--- src/rtl/serial_loader_pkg.sv ---
// serial_loader_pkg: shared frame geometry and FSM states for the serial frame loader.
package serial_loader_pkg;
  localparam int ADDR_W    = 4;
  localparam int DATA_W    = 8;
  localparam int FRAME_LEN = ADDR_W + DATA_W + 1;
  localparam int ADDR_LSB  = 0;
  localparam int DATA_LSB  = 4;
  localparam int PAR_BIT   = 12;
  typedef enum logic [1:0] {IDLE, SHIFT, CHECK} state_e;
endpackage

--- src/rtl/frame_hold_reg.sv ---
// frame_hold_reg: single-entry valid/ready holding register; free is high when a load
// this cycle cannot clobber an unconsumed entry.
module frame_hold_reg #(
  parameter int W = 12
) (
  input  logic         clk,
  input  logic         rst_n,
  input  logic         load,
  input  logic [W-1:0] din,
  input  logic         out_ready,
  output logic [W-1:0] dout,
  output logic         valid,
  output logic         free
);
  logic [W-1:0] dout_q, dout_d;
  logic         valid_q, valid_d;
  always_comb begin
    free    = ~valid_q | out_ready;
    valid_d = load ? 1'b1 : valid_q & ~out_ready;
    dout_d  = load ? din : dout_q;
  end
  always_ff @(posedge clk or negedge rst_n) begin
    if (!rst_n) begin
      dout_q  <= '0;
      valid_q <= 1'b0;
    end else begin
      dout_q  <= dout_d;
      valid_q <= valid_d;
    end
  end
  assign dout  = dout_q;
  assign valid = valid_q;
endmodule

--- src/rtl/serial_frame_loader.sv ---
// serial_frame_loader: deserializes LSB-first addr/data/parity frames, checks even parity
// and hands good frames to a single-entry valid/ready holding register.
module serial_frame_loader
  import serial_loader_pkg::*;
#(
  parameter int DATA_W = 8,
  parameter int ADDR_W = 4
) (
  input  logic              clk,
  input  logic              rst_n,
  input  logic              sdi,
  input  logic              sdi_valid,
  input  logic              frame_sync,
  output logic [DATA_W-1:0] data,
  output logic [ADDR_W-1:0] addr,
  output logic              out_valid,
  input  logic              out_ready,
  output logic              parity_err,
  output logic              overflow,
  input  logic              clear_err
);
  localparam int         FL   = ADDR_W + DATA_W + 1;
  localparam logic [3:0] LAST = 4'(FL - 1);
  state_e        state_q, state_d;
  logic [3:0]    bcnt_q, bcnt_d, idx;
  logic [FL-1:0] sr_q, sr_d;
  logic          perr_q, perr_d, ovf_q, ovf_d;
  logic          check, par_ok, free, load, done;
  // A bit sampled during CHECK is bit 0 of the next frame; the checked frame is still in sr_q.
  always_comb begin
    state_d = (state_q == CHECK) ? IDLE : state_q;
    bcnt_d  = bcnt_q;
    sr_d    = sr_q;
    idx     = frame_sync ? 4'd0 : bcnt_q;
    done    = !frame_sync && bcnt_q == LAST;
    if (sdi_valid) begin
      sr_d[idx] = sdi;
      state_d   = done ? CHECK : SHIFT;
      bcnt_d    = done ? 4'd0 : idx + 4'd1;
    end
    check  = state_q == CHECK;
    par_ok = ~^sr_q;
    load   = check & par_ok & free;
    perr_d = (perr_q & ~clear_err) | (check & ~par_ok);
    ovf_d  = (ovf_q & ~clear_err) | (check & par_ok & ~free);
  end
  always_ff @(posedge clk or negedge rst_n) begin
    if (!rst_n) begin
      state_q <= IDLE;
      bcnt_q  <= '0;
      sr_q    <= '0;
      perr_q  <= 1'b0;
      ovf_q   <= 1'b0;
    end else begin
      state_q <= state_d;
      bcnt_q  <= bcnt_d;
      sr_q    <= sr_d;
      perr_q  <= perr_d;
      ovf_q   <= ovf_d;
    end
  end
  frame_hold_reg #(.W(DATA_W + ADDR_W)) u_hold (
    .clk       (clk),
    .rst_n     (rst_n),
    .load      (load),
    .din       ({sr_q[DATA_LSB +: DATA_W], sr_q[ADDR_LSB +: ADDR_W]}),
    .out_ready (out_ready),
    .dout      ({data, addr}),
    .valid     (out_valid),
    .free      (free)
  );
  assign parity_err = perr_q;
  assign overflow   = ovf_q;
endmodule

--- config.mk ---
export PLATFORM = sky130hd
export DESIGN_NAME = serial_frame_loader
export DESIGN_NICKNAME = d
export VERILOG_FILES = /design/src/rtl/serial_loader_pkg.sv /design/src/rtl/frame_hold_reg.sv /design/src/rtl/serial_frame_loader.sv
export SDC_FILE = /design/constraint.sdc
export NUM_CORES = 1
export LEC_CHECK = 0
export ABC_CLOCK_PERIOD_IN_PS = 2500
export CORE_ASPECT_RATIO = 1.1
export CORE_MARGIN = 8
export CORE_UTILIZATION = 35
export CTS_BUF_LIST = sky130_fd_sc_hd__clkbuf_16
export DETAILED_ROUTE_END_ITERATION = 10
export PLACE_DENSITY_LB_ADDON = 0.25
export SLEW_MARGIN = 20
export SYNTH_ARGS = -nofsm -noshare
export SYNTH_HDL_FRONTEND = slang
export SYNTH_HIERARCHICAL = 1
export SYNTH_SLANG_ARGS = --single-unit
--- constraint.sdc ---
create_clock -name clk -period 2.5 [get_ports clk]
set_clock_uncertainty 0.2 [all_clocks]
set_input_delay 0.75 -clock clk [delete_from_list [all_inputs] [get_ports clk]]
set_output_delay 0.75 -clock clk [all_outputs]
set_load 0.01 [all_outputs]
* Word level (Yosys, flattened, before mapping) *
Index checks and enable logic that the tools add are counted.

cells by class
  add/sub/neg operators = 1
  bitwise operators = 15
  magnitude comparators = 2
  reductions and logical operators = 5
  multipliers = 0
  multiplexer cells = 9
  divide/modulo/power cells = 0
  shift operators = 0
  eq/ne operators = 2

operator list
  kind                                                         number
  bitwise mux 13 bit                                           1
  XNOR reduction 13 bit                                        1
  two-way mux 4 bit                                            2
  AND 1 bit                                                    7
  two-way mux 2 bit                                            3
  less-than comparator 4 x 5 -> 1 bit (second input constant)  1
  inverter 1 bit                                               5
  adder 4 x 1 -> 4 bit (second input constant)                 1
  demux 1 bit (select 4 bit)                                   1
  == test 4 bit (second input constant)                        1
  >= comparator 4 x 1 -> 1 bit (second input constant)         1
  OR 1 bit                                                     3
  == test 2 bit (second input constant)                        1
  logical AND 1 bit                                            2
  two-way mux 1 bit                                            2
  nonzero test 2 bit                                           1
  zero test 1 bit                                              1

storage, ports and cells
  register bits = 34
  logic and storage cells = 41
  bits in writable memories = 0
  bits of input ports = 7
  memories = 0
  latch bits = 0
  bits in read-only memories = 0

* Depth between registers and ports, before layout *
  depth in word-level cells = 6
  mapped depth = 6
  mapped depth without buffers = 6

* Hierarchy *
Netlist, hierarchy kept.

modules (own cells, without submodules)
  module               area each (µm²)  times used  cells each
  serial_frame_loader  1,118.6          1           102
  frame_hold_reg       518.0            1           28

* Least setup slack after synthesis *
No wires, ideal clock.

  kind = register to register
  start = register sr_q[8]
  end = register u_hold.dout_q[0], in the netlist u_hold/dout[0]
  setup time = 0.125 ns
  stages on the path, launching flop included = 7
  path slack = 0.287 ns
  required time = 2.175 ns
  data arrival time = 1.888 ns
  path through = dfrtp_1 xnor3_1 xnor3_2 xnor2_2 nor2_1 buf_6 mux2_4

on the way
  word-level cells in the longest chain between the ends = 3

RTL lines
  what                      line                       source
  start: declaration        serial_frame_loader.sv:26  logic [FL-1:0] sr_q, sr_d;
  start signal: assignment  serial_frame_loader.sv:57  sr_q <= sr_d;
  XNOR reduction 13 bit     serial_frame_loader.sv:42  par_ok = ~^sr_q;
  AND 1 bit (2 in series)   serial_frame_loader.sv:43  load = check & par_ok & free;
  net load                  serial_frame_loader.sv:28  logic check, par_ok, free, load, done;
  end signal: assignment    frame_hold_reg.sv:27       dout_q <= dout_d;
  end: declaration          frame_hold_reg.sv:15       logic [W-1:0] dout_q, dout_d;

The timed path passes the listed nets, and every way through them passes these cells.
A chain may end at the register's enable or synchronous reset.

* Worst setup path in the final report *
  start = input frame_sync
  end = register sr_q[11]

on the way
  word-level cells in the longest chain between the ends = 6

RTL lines
  what                                                                                                              line                       source
  start: declaration                                                                                                serial_frame_loader.sv:13  input logic frame_sync,
  two-way mux 4 bit (*)                                                                                             serial_frame_loader.sv:34  idx = frame_sync ? 4'd0 : bcnt_q;
  less-than comparator 4 x 5 -> 1 bit (implied by the code) / >= comparator 4 x 1 -> 1 bit (equally long branches)  serial_frame_loader.sv:37  sr_d[idx] = sdi;
  logical AND 1 bit (implied by the code)                                                                           serial_frame_loader.sv:37
  two-way mux 1 bit (implied by the code)                                                                           serial_frame_loader.sv:37
  demux 1 bit (select 4 bit) (*)                                                                                    serial_frame_loader.sv:37
  bitwise mux 13 bit (*)                                                                                            serial_frame_loader.sv:37

Mark *: on every way between the ends. The rest lies on a longest branch, timed or not.

==> results.ini <==
[die]
start_util=0.357
num_io_pins=22
die_area_um2=7120
die_y_um=87.7
placementRows=26
core-area_um2=4590
die-width_um=81.2

[global_route]
grt_start_max_net_pins=35
grt_first_pass_wirelength_mm=5.42
antenna_found_initial=0
grt-ovfl-total=0
grt_pass1_vias=1101
grtUsageTotal=0.102

[setup_path]
cp.required_ns=2.46
crit_chain=clkdlybuf4s50_1 > nand2b_1 > inv_1 > ha_1 > nand2_1 > nor2_1 > mux2_1
path_buf_inv=2
path_max_fanout=3
r2r_start=sr_q[9]
worst_setup_path_end_kind=flop
cp_slowest_cell=clkdlybuf4s50_1
r2r_slack_ns=0.25
worstPathArrival_ns=2.23
cp-startpoint=frame_sync
path_delay_family=buffers and inverters
critPathMaxStageDelay_ns=0.43
setup.worst_path.start_class=primary input
crit_type=primary input to flop

[clock_tree]
htree_levels=2
cts-hold-fix-buffers=0
post_cts_resized=0
insertion_delay_ns=0.28
cts_tree=done
cts_post_setup_buffers_inserted=0
clock_sinks=34
cts_root_buf=clkbuf_16
cts_buffer_depth=2
clkTransAtPathRegs_ns=0.05
cts_made_buffers=5

[logic_synthesis]
synth_area_um2=1640
ys_warn_count=6
avgSynthCellArea_um2=12.6
synth-seq-area-share=0.520
syn_nets=141
ys_ff_latch=34
syn_inst=130
synth.distinct_cells=25

[route]
drc=0
wire_per_inst_um=14.5
ant_nets=0
first_pass_iters=4
drt_iter0_drc=83
via_per_inst=4.86
via_count=1064
drt_wl_total_mm=3.19

[final_layout]
diodes=0
fin_area_um2=2090
num-nets-final=173
synthToLayoutAreaGrowth_pct=27.6
layout_common_cells=34 x dfrtp_1, 21 x clkdlybuf4s50_1, 13 x nor2_1, 12 x mux2_1, 10 x inv_1
final_common_cell=dfrtp_1
nFillCells=410
drive_gt1_frac=0.172

[sta]
relSlewSlack=0.705
finalHoldViolations=0
holdWs_ns=0.295
slew_viol_final=0
rsz0062_at_grt=false
finalSetupViolations=0
period_needed_ns=2.27
finalCritPeriodShare=0.907
clock.fmax_mhz=441
tns_ns=0
tightestPinTransition_ns=0.442

[power]
worst_ir_drop_vdd_v=0.000390
p_leak_nw=0.984
p_per_area_nw_per_um2=1140

[worst_hold_path]
min_from=overflow
hold_path.class=flop to flop

[flow_run]
max_cap_violations=0

[placed_design]
globalplace.congestion=0.825
post-dp-hpwl_mm=2.33
dpl_cell_area_um2=1950
portBuffers=21

[run_status]
outcome=finished clean

report_power, final:
group	internal (mW)	switching (mW)	leakage, nW	total, mW
Combinational	0.601	0.378	0.469	0.978
Clock	0.359	0.219	0.0724	0.578
Sequential	0.714	0.115	0.443	0.829
Total	1.67	0.711	0.984	2.39
kinds of logic after synthesis:
| family | after synthesis | synth area share |
|---|---|---|
| multiplexers | 25 | 0.193 |
| flip-flops | 34 | 0.520 |
| XOR/XNOR | 10 | 0.0841 |
| buffers and inverters | 12 | 0.0321 |
| adder cells (fa/ha/maj) | 4 | 0.0306 |
| AO/OA/AOI/OAI | 13 | 0.0489 |
| AND/OR/NAND/NOR | 32 | 0.0917 |
cell usage after synthesis (all sizes together):
cell / number / area share
nand2: 8 / 0.018
mux2: 25 / 0.19
nand2b: 5 / 0.019
dfrtp: 34 / 0.52
nor2: 13 / 0.030
a22o: 1 / 0.0054
a22oi: 1 / 0.0046
buf: 1 / 0.0069
nand4b: 1 / 0.0054
xnor3: 3 / 0.042
o21ai: 3 / 0.0092
nand4: 2 / 0.0076
inv: 9 / 0.021
xor2: 1 / 0.0054
clkbuf: 2 / 0.0046
o22ai: 4 / 0.015
o2bb2ai: 1 / 0.0054
nor2b: 3 / 0.011
a21oi: 3 / 0.0092
xnor2: 6 / 0.037
ha: 4 / 0.031
routing by layer:
metal | up-vias | wire length, um | GRT usage
met2 | 17 | 1570 | 0.161
met1 | 535 | 1400 | 0.116
met3 | 6 | 148 | 0.0380
li1 | 506 | - | -
met4 | 0 | 66 | 0.0537
met5 | - | 0 | 0
final timing paths:
check	to	cells after the start
max	sr_q[11]	7
min	overflow	1
max reg2reg	u_hold/dout[7]	6
min reg2reg	overflow	1
max in group asynchronous	bcnt_q[2]	2
min in group asynchronous	u_hold/dout[10]	2
layout make-up:
| cell class | instances | area (um^2) | share of cell area |
|---|---|---|---|
| sequential | 34 | 851 | 0.407 |
| clock inverter | 3 | 12.5 | 0.00599 |
| multi-input combinational | 84 | 733 | 0.351 |
| tap | 56 | 70.1 | 0.0336 |
| clock buffer | 5 | 125 | 0.0599 |
| timing repair buffer | 28 | 263 | 0.126 |
| inverter | 9 | 33.8 | 0.0162 |
sequential cells by signal, summed over array words and instances, names as in the netlist:
name / count
u_hold/dout: 12
state_q: 2
bcnt_q: 4
overflow: 1
sr_q: 13
parity_err: 1
u_hold/valid: 1
through the flow:
step                      instances  total power [mW]  worst slack (ns)   util
final                           219              2.39             0.232  0.455
after global routing            219              2.54            0.0722  0.455
after CTS                       219              2.43             0.231  0.455
after detailed placement        211              1.83           -0.0519  0.425
after global placement          211              1.81           -0.0380  0.425
after floorplan                 130              1.51             0.287      -
No activity file was read; power rests on OpenSTA's default activity.
